`config.mk`:
```
export PLATFORM = sky130hd
export DESIGN_NAME = mem_initiator
export DESIGN_NICKNAME = d
export VERILOG_FILES = /design/src/rtl/mem_pkg.sv /design/src/rtl/mem_initiator.sv
export SDC_FILE = /design/constraint.sdc
export NUM_CORES = 1
export LEC_CHECK = 0
export CAP_MARGIN = 20
export CORE_ASPECT_RATIO = 1.5
export CORE_MARGIN = 4
export CORE_UTILIZATION = 45
export CTS_CLUSTER_DIAMETER = 100
export DETAILED_ROUTE_END_ITERATION = 16
export DONT_BUFFER_PORTS = 1
export PLACE_DENSITY_LB_ADDON = 0.05
export SLEW_MARGIN = 15
export SYNTH_ARGS = -nofsm -noshare
export SYNTH_HDL_FRONTEND = slang
export SYNTH_SLANG_ARGS = --single-unit
```
`constraint.sdc`:
```
create_clock -name clk_i -period 4.4 [get_ports clk_i]
set_clock_uncertainty 0.2 [all_clocks]
set_input_delay 0.88 -clock clk_i [delete_from_list [all_inputs] [get_ports clk_i]]
set_output_delay 0.88 -clock clk_i [all_outputs]
set_load 0.02 [all_outputs]
```
`src/rtl/mem_pkg.sv`:
```
// Shared memory-subsystem definitions: geometry of the 16x64 memory
// and the burst initiator state encoding.
package mem_pkg;

  localparam int MEM_WIDTH = 16;
  localparam int MEM_DEPTH = 64;

  typedef enum logic [1:0] {
    IDLE,
    REQ,
    GAP,
    DONE
  } state_e;

endpackage

```
`src/rtl/mem_initiator.sv`:
```
// Burst initiator: turns one host command into len memory beats.
// Ports: cmd_* host command, valid_o/ready_i memory handshake,
// rd_* returned read beats, busy_o/done_o/err_o burst status.
module mem_initiator
  import mem_pkg::*;
#(
  parameter int WIDTH      = MEM_WIDTH,
  parameter int DEPTH      = MEM_DEPTH,
  parameter int ADDR_WIDTH = $clog2(DEPTH),
  parameter int TIMEOUT    = 15
) (
  input  logic                  clk_i,
  input  logic                  rst_i,
  input  logic                  cmd_valid_i,
  output logic                  cmd_ready_o,
  input  logic                  cmd_wr_i,
  input  logic [ADDR_WIDTH-1:0] cmd_addr_i,
  input  logic [ADDR_WIDTH:0]   cmd_len_i,
  input  logic [WIDTH-1:0]      cmd_data_i,
  output logic                  valid_o,
  output logic                  wr_rd_en_o,
  output logic [ADDR_WIDTH-1:0] addr_o,
  output logic [WIDTH-1:0]      wdata_o,
  input  logic                  ready_i,
  input  logic [WIDTH-1:0]      rdata_i,
  output logic                  rd_valid_o,
  output logic [WIDTH-1:0]      rd_data_o,
  output logic                  rd_last_o,
  output logic                  busy_o,
  output logic                  done_o,
  output logic                  err_o
);

  localparam int TW = $clog2(TIMEOUT + 1);
  localparam logic [ADDR_WIDTH-1:0] LAST_A = ADDR_WIDTH'(DEPTH - 1);
  localparam logic [TW-1:0] TMO_END = TW'(TIMEOUT - 1);
  localparam logic [ADDR_WIDTH:0] ONE = (ADDR_WIDTH + 1)'(1);

  state_e                state_q, state_d;
  logic [ADDR_WIDTH:0]   rem_q, rem_d;
  logic [TW-1:0]         tmo_q, tmo_d;
  logic [ADDR_WIDTH-1:0] addr_q, addr_d;
  logic [WIDTH-1:0]      wdata_q, wdata_d;
  logic [WIDTH-1:0]      rd_data_q, rd_data_d;
  logic                  wr_q, wr_d;
  logic                  rd_valid_q, rd_valid_d;
  logic                  rd_last_q, rd_last_d;
  logic                  err_q, err_d;
  logic                  valid_q, busy_q, done_q;
  logic                  cmd_ready_q;

  function automatic logic [ADDR_WIDTH-1:0] inc_addr(
    input logic [ADDR_WIDTH-1:0] a
  );
    return (a == LAST_A) ? '0 : a + 1'b1;
  endfunction

  always_comb begin
    state_d    = state_q;
    rem_d      = rem_q;
    tmo_d      = tmo_q;
    addr_d     = addr_q;
    wdata_d    = wdata_q;
    wr_d       = wr_q;
    rd_data_d  = rd_data_q;
    rd_valid_d = 1'b0;
    rd_last_d  = 1'b0;
    err_d      = 1'b0;
    unique case (state_q)
      IDLE: begin
        if (cmd_valid_i) begin
          wr_d    = cmd_wr_i;
          addr_d  = cmd_addr_i;
          wdata_d = cmd_data_i;
          rem_d   = cmd_len_i;
          tmo_d   = '0;
          state_d = (cmd_len_i == '0) ? DONE : REQ;
        end
      end
      REQ: begin
        // A handshake on the last timeout cycle still counts.
        if (ready_i) begin
          rem_d   = rem_q - ONE;
          state_d = GAP;
          if (!wr_q) begin
            rd_valid_d = 1'b1;
            rd_data_d  = rdata_i;
            rd_last_d  = (rem_q == ONE);
          end
        end else if (tmo_q == TMO_END) begin
          state_d = DONE;
          err_d   = 1'b1;
        end else begin
          tmo_d = tmo_q + 1'b1;
        end
      end
      GAP: begin
        // ready_i is stale here and deliberately not looked at.
        if (rem_q != '0) begin
          state_d = REQ;
          addr_d  = inc_addr(addr_q);
          wdata_d = wdata_q + 1'b1;
          tmo_d   = '0;
        end else begin
          state_d = DONE;
        end
      end
      DONE: state_d = IDLE;
      default: state_d = IDLE;
    endcase
  end

  always_ff @(posedge clk_i) begin
    if (rst_i) begin
      state_q     <= IDLE;
      rem_q       <= '0;
      tmo_q       <= '0;
      addr_q      <= '0;
      wdata_q     <= '0;
      wr_q        <= 1'b0;
      rd_data_q   <= '0;
      rd_valid_q  <= 1'b0;
      rd_last_q   <= 1'b0;
      err_q       <= 1'b0;
      valid_q     <= 1'b0;
      busy_q      <= 1'b0;
      done_q      <= 1'b0;
      cmd_ready_q <= 1'b1;
    end else begin
      state_q     <= state_d;
      rem_q       <= rem_d;
      tmo_q       <= tmo_d;
      addr_q      <= addr_d;
      wdata_q     <= wdata_d;
      wr_q        <= wr_d;
      rd_data_q   <= rd_data_d;
      rd_valid_q  <= rd_valid_d;
      rd_last_q   <= rd_last_d;
      err_q       <= err_d;
      // Status flops track the next state so they line up with it.
      valid_q     <= (state_d == REQ);
      busy_q      <= (state_d != IDLE);
      done_q      <= (state_d == DONE);
      cmd_ready_q <= (state_d == IDLE);
    end
  end

  assign cmd_ready_o = cmd_ready_q;
  assign valid_o     = valid_q;
  assign wr_rd_en_o  = wr_q;
  assign addr_o      = addr_q;
  assign wdata_o     = wdata_q;
  assign rd_valid_o  = rd_valid_q;
  assign rd_data_o   = rd_data_q;
  assign rd_last_o   = rd_last_q;
  assign busy_o      = busy_q;
  assign done_o      = done_q;
  assign err_o       = err_q;

endmodule

```
Word-level counts from Yosys, hierarchy flattened

Index checks and enable logic that the tools add are counted.

Input bits: 50
Output and inout bits: 46
Bits in registers: 59
Word-level logic and storage cells: 73

Muxes and demuxes: 23
Add/sub/neg operators: 4
Reduce and logical (&&, ||, !) cells: 16
Equal/unequal tests: 13
Bitwise logic cells: 3

Operators with widths:

| cell                                                 | number |
|---|---|
| 2-to-1 mux 16 bit                                    | 2 |
| one-hot mux 16 bit (2 select lines)                  | 1 |
| 2-to-1 mux 6 bit                                     | 3 |
| adder 16 x 1 -> 16 bit (second input constant)       | 1 |
| 2-to-1 mux 4 bit                                     | 4 |
| 2-to-1 mux 7 bit                                     | 2 |
| one-hot mux 7 bit (2 select lines)                   | 1 |
| one-hot mux 4 bit (3 select lines)                   | 1 |
| one-hot mux 6 bit (2 select lines)                   | 1 |
| 2-to-1 mux 2 bit                                     | 5 |
| != test 2 bit (second input constant)                | 5 |
| AND reduction 3 bit                                  | 3 |
| one-hot mux 2 bit (4 select lines)                   | 1 |
| equality test 7 x 1 -> 1 bit (second input constant) | 1 |
| zero test 7 bit                                      | 1 |
| nonzero test 7 bit                                   | 1 |
| subtractor 7 x 1 -> 7 bit (second input constant)    | 1 |
| adder 6 x 1 -> 6 bit (second input constant)         | 1 |
| equality test 2 bit (second input constant)          | 3 |
| equality test 6 bit (second input constant)          | 1 |
| nonzero test 2 bit                                   | 3 |
| OR reduction 3 bit                                   | 2 |
| AND reduction 5 bit                                  | 1 |
| adder 4 x 1 -> 4 bit (second input constant)         | 1 |
| other kinds (8)                                      | 13 |

Depth between registers and ports, before layout

Depth after elaboration: 5
Mapped depth: 7
Gate-level depth less buffers: 6

Worst setup path before layout

Ideal clock, no wire load.

Kind: register to register
From: register wdata_q[2] (netlist: wdata_o[2])
To: register wdata_q[15] (netlist: wdata_o[15])
Clock period less this slack: 2.036 ns
Setup time: 0.081 ns
Buffers on the path: 1
Path slack: 2.364 ns
Arrival time: 1.755 ns
Cell stages (with the launch flop): 6
Required time: 4.119 ns
Cell sequence: dfxtp_1 buf_6 nand3_2 or4_4 or4_1 a41oi_1

Longest elaborated chain between the ends: 3

Ends and longest elaborated chain:

| what                                | RTL line             | source |
|---|---|---|
| from (decl)                         | mem_initiator.sv:43  | `logic [WIDTH-1:0] wdata_q, wdata_d;` |
| from (signal assigned)              | mem_initiator.sv:134 | `wdata_q <= wdata_d;` |
| adder 16 x 1 -> 16 bit              | mem_initiator.sv:102 | `wdata_d = wdata_q + 1'b1;` |
| 2-to-1 mux 16 bit                   | mem_initiator.sv:99  | `if (rem_q != '0) begin` |
| one-hot mux 16 bit (2 select lines) | mem_initiator.sv:69  | `unique case (state_q)` |

No other way between the ends. The select of a mux whose other input is x is not followed.
A chain may end at the register's enable or synchronous reset.

Worst setup path after layout

From: register state_q[0]
To: register rd_last_q (netlist: rd_last_o)

Longest elaborated chain between the ends: 3

Ends and longest elaborated chain:

| what                                | RTL line             | source |
|---|---|---|
| from (decl)                         | mem_initiator.sv:39  | `state_e state_q, state_d;` |
| from (signal assigned)              | mem_initiator.sv:130 | `state_q <= state_d;` |
| equality test 2 x 1 -> 1 bit        | mem_initiator.sv:69  |  |
| NOT 1 bit (no source line)          | --                   |  |
| OR reduction 4 bit (no source line) | --                   |  |
| to (signal assigned)                | mem_initiator.sv:138 | `rd_last_q <= rd_last_d;` |
| to (decl)                           | mem_initiator.sv:47  | `logic rd_last_q, rd_last_d;` |

No other way between the ends.

==> run_results.csv <==
group,metric,value,unit
worst_setup_path,crit_arrival,2.72,ns
logic_synthesis,synth_most_common_cell,"nand2_1",
timing,tns,0,ns
global_route,grt_max_degree,49,
detailed_routing,vias,2762,
final_layout,diodes,0,
worst_setup_path,end_kind,"flip-flop",
detailed_routing,drt_iter0_drc,181,
pwr,seqPwrFrac,49.0,%
logic_synthesis,synth_edf_count,0,
logic_synthesis,synth_compound_area_share,24.1,%
clocking,cts_made_buffers,9,
die,ioPinCount,96,
logic_synthesis,synth_ff_type,"dfxtp_1",
min_path,worstHoldStart,"rem_q[1]$_SDFFE_PP0P_",
detailed_routing,drt-total-wl,8400,um
clocking,htree_levels,3,
global_route,met2_usage,36.9,%
detailed_routing,drc,0,
timing,relSlewSlack,35.5,%
logic_synthesis,ys.warnings.count,0,
global_route,grt-busiest-layer,"met2",
clocking,cts_tree,"done",
worst_setup_path,r2r-end,"rd_last_o$_SDFF_PP0_",
clocking,cts.clk_slew.worst_paths,0.07,ns
timing,setup_viol,0,
final_layout,fillers,659,
global_route,grt_pass1_vias,2661,
timing,max_slew.worst_pin.slew,0.965,ns
run,max-cap-violations,0,
worst_setup_path,critPathMaxFanout,17,
timing,max_freq,380,MHz
timing,final_hold_viol_count,0,
clocking,cts_sinks,59,
pwr,combPwrFrac,12.1,%
global_route,grt_pass1_wl,13300,um
worst_setup_path,reg2regPathDepth,4,
logic_synthesis,synthCells,380,
die,num_rows,36,
detailed_routing,first_pass_iters,5,
detailed_routing,routedWlPerCell,18.6,um
pwr,power.density_cell_area,415,nW/um2
placed_design,dp_hpwl,5910,um
worst_setup_path,rrSetupSlack,1.77,ns
placed_design,place_worst_setup_slack,1.85,ns
die,initial_core_util,46.4,%
clocking,cts_setup_buffers,0,
global_route,overflow,0,
pwr,p_sw,432,uW
timing,setup_ws,1.77,ns
timing,slew_violations,0,
logic_synthesis,synthMuxAreaShare,2.15,%
logic_synthesis,syn-num-nets,437,
die,dieArea,8140,um2
logic_synthesis,synth_largest_area_cell,"dfxtp_1",
worst_setup_path,reg2reg_from,"state_q[0]$_SDFF_PP0_",
clocking,post_cts_resized,0,
logic_synthesis,netlist-cell-type-count,61,
logic_synthesis,yosys_register_bits,59,
die,coreArea,6530,um2
logic_synthesis,seq_area_frac_synth,39.0,%
timing,rsz0062_at_grt,"false",
logic_synthesis,async_flop_share,0,%
global_route,grt_use_met1,23.8,%
timing,period_needed,2.63,ns
pwr,p_int,910,uW
logic_synthesis,synth_common_cells,"nand2_1, dfxtp_1, a21oi_1",
final_layout,drive_gt1_share,8.80,%
clocking,clock_latency,0.34,ns
logic_synthesis,synth_top_family_by_area,"simple AND/OR/NAND/NOR gates",
logic_synthesis,synth_area,3030,um2
timing,whs,0.295,ns
detailed_routing,drt-vias-per-instance,6.12,
pwr,vdd_drop_max,0.286,mV
worst_setup_path,worstPathRequired,4.49,ns
logic_synthesis,yosys.area_share.simple,27.4,%
pwr,p_leak,1.12,nW
global_route,track_usage,21.2,%
die,die_w,75.0,um
logic_synthesis,syn_area_per_cell,7.98,um2
logic_synthesis,synthAdderAreaFrac,2.89,%
final_layout,layout.nets,427,
worst_setup_path,worstSetupStartpoint,"state_q[0]$_SDFF_PP0_",
logic_synthesis,synth.area.top_cells,"dfxtp_1, nand2_1, a21oi_1",
min_path,hold_class,"flip-flop to flip-flop",
global_route,antenna_found_initial,0,
die,die_h,109,um
pwr,clockPowerShare,38.9,%
global_route,gr-usage-met3,7.16,%
min_path,hold_path_depth,2,
worst_setup_path,crit_path_start_kind,"flip-flop",
placed_design,gp_congestion,0.819,
run_status,status,"finished, final reports clean",
pwr,swShare,32.2,%
placed_design,numPortBuffers,0,
timing,finalCritPeriodShare,59.7,%
worst_setup_path,criticalPathCategory,"flip-flop to flip-flop",
final_layout,area_growth,6.60,%
logic_synthesis,synth_xor_area_share,0,%
clocking,hold_buffers,0,
min_path,hold_end,"rem_q[1]$_SDFFE_PP0P_",
clocking,cts_root_buf,"clkbuf_8",
logic_synthesis,yosysTopAreaCellShare,39.0,%
clocking,clockBufferDepth,2,
detailed_routing,ant_nets,0,
-- sequential cells by signal (all words and copies together) (netlist names) --
signal,count
addr_o,6
busy_o,1
cmd_ready_o,1
done_o,1
err_o,1
rd_data_o,16
rd_last_o,1
rd_valid_o,1
rem_q,7
state_q,2
tmo_q,4
valid_o,1
wdata_o,16
wr_rd_en_o,1
-- layout by cell type, fill, tap and decap left out, types with 3 or more instances in the layout --
master | netlist | layout
inv_1 | 7 | 7
o21ai_0 | 22 | 22
a211oi_1 | 4 | 4
nand4_1 | 4 | 4
nand3_1 | 8 | 8
a22oi_1 | 3 | 3
nor2_1 | 22 | 22
ha_1 | 7 | 7
nor4_1 | 7 | 7
clkbuf_8 | 1 | 9
a311oi_1 | 6 | 6
a21oi_1 | 47 | 47
o31ai_1 | 3 | 3
dfxtp_1 | 59 | 59
nor3_1 | 8 | 8
o21ai_1 | 5 | 5
nor2b_1 | 7 | 7
mux2_2 | 4 | 4
a21o_1 | 5 | 5
and2_1 | 7 | 7
a31oi_1 | 7 | 7
nand2_1 | 64 | 64
nand4b_1 | 3 | 3
nand2b_1 | 6 | 6
and3_1 | 3 | 3
inv_6 | 0 | 3
-- through the flow --
| step | instances | util [%] | power [mW] | cell area (um2) |
|---|---|---|---|---|
| finish | 451 | 49.5 | 1.34 | 3230 |
| global route | 451 | 49.5 | 1.41 | 3230 |
| CTS | 451 | 49.5 | 1.36 | 3230 |
| detailed placement | 435 | 46.3 | 0.833 | 3020 |
| global placement | 435 | 46.3 | 0.830 | 3020 |
| floorplan | 380 | - | 0.795 | 3030 |
-- worst max path at each step --
| stage | end | slack [ns] | depth (start not counted) |
|---|---|---|---|
| final | rd_last_o$_SDFF_PP0_ | 1.77 | 4 |
| after global routing | rd_data_o[11]$_SDFFE_PP0P_ | 1.58 | 4 |
| after CTS | rd_last_o$_SDFF_PP0_ | 1.81 | 4 |
| after detailed placement | rd_last_o$_SDFF_PP0_ | 1.85 | 4 |
| after global placement | rd_last_o$_SDFF_PP0_ | 1.94 | 4 |
| after floorplan | wdata_o[15]$_SDFFE_PP0P_ | 2.36 | 5 |
-- cell type report --
| class | count | area (um2) | area share [%] |
|---|---|---|---|
| Inverter | 7 | 26.3 | 0.813 |
| Tap cell | 76 | 95.1 | 2.94 |
| Timing Repair Buffer | 1 | 7.51 | 0.232 |
| Clock inverter | 7 | 83.8 | 2.59 |
| Sequential cell | 59 | 1180 | 36.5 |
| Multi-Input combinational cell | 292 | 1710 | 53.0 |
| Clock buffer | 9 | 124 | 3.83 |
-- critical path, stage by stage (launching register included) --
cell,delay (ns)
dfxtp_1,0.51
nor2b_1,0.75
nand3b_1,0.66
nor2_1,0.28
and3_1,0.17
-- cell families (layout without fill, tap and decap cells) --
logic type	after synthesis	after routing
adders and majority gates	7	7
and+or+nand+nor	159	159
DFF	59	59
AOI/OAI and AO/OA	120	120
buffers and inverters	29	24
muxes	6	6
-- metal layers --
layer / wire length, um / vias to the layer above
met5: 0 / -
met4: 67 / 0
met3: 714 / 7
met2: 4380 / 98
met1: 3240 / 1292
li1: - / 1365
-- power groups by stage --
stage	combinational (mW)	sequential, mW	clock [mW]
2_1_floorplan	0.146	0.649	0
3_3_place_gp	0.161	0.669	0
3_5_place_dp	0.163	0.670	0
4_1_cts	0.164	0.657	0.538
5_1_grt	0.187	0.664	0.562
6_report	0.163	0.657	0.522
No activity file was read; power rests on OpenSTA's default activity.
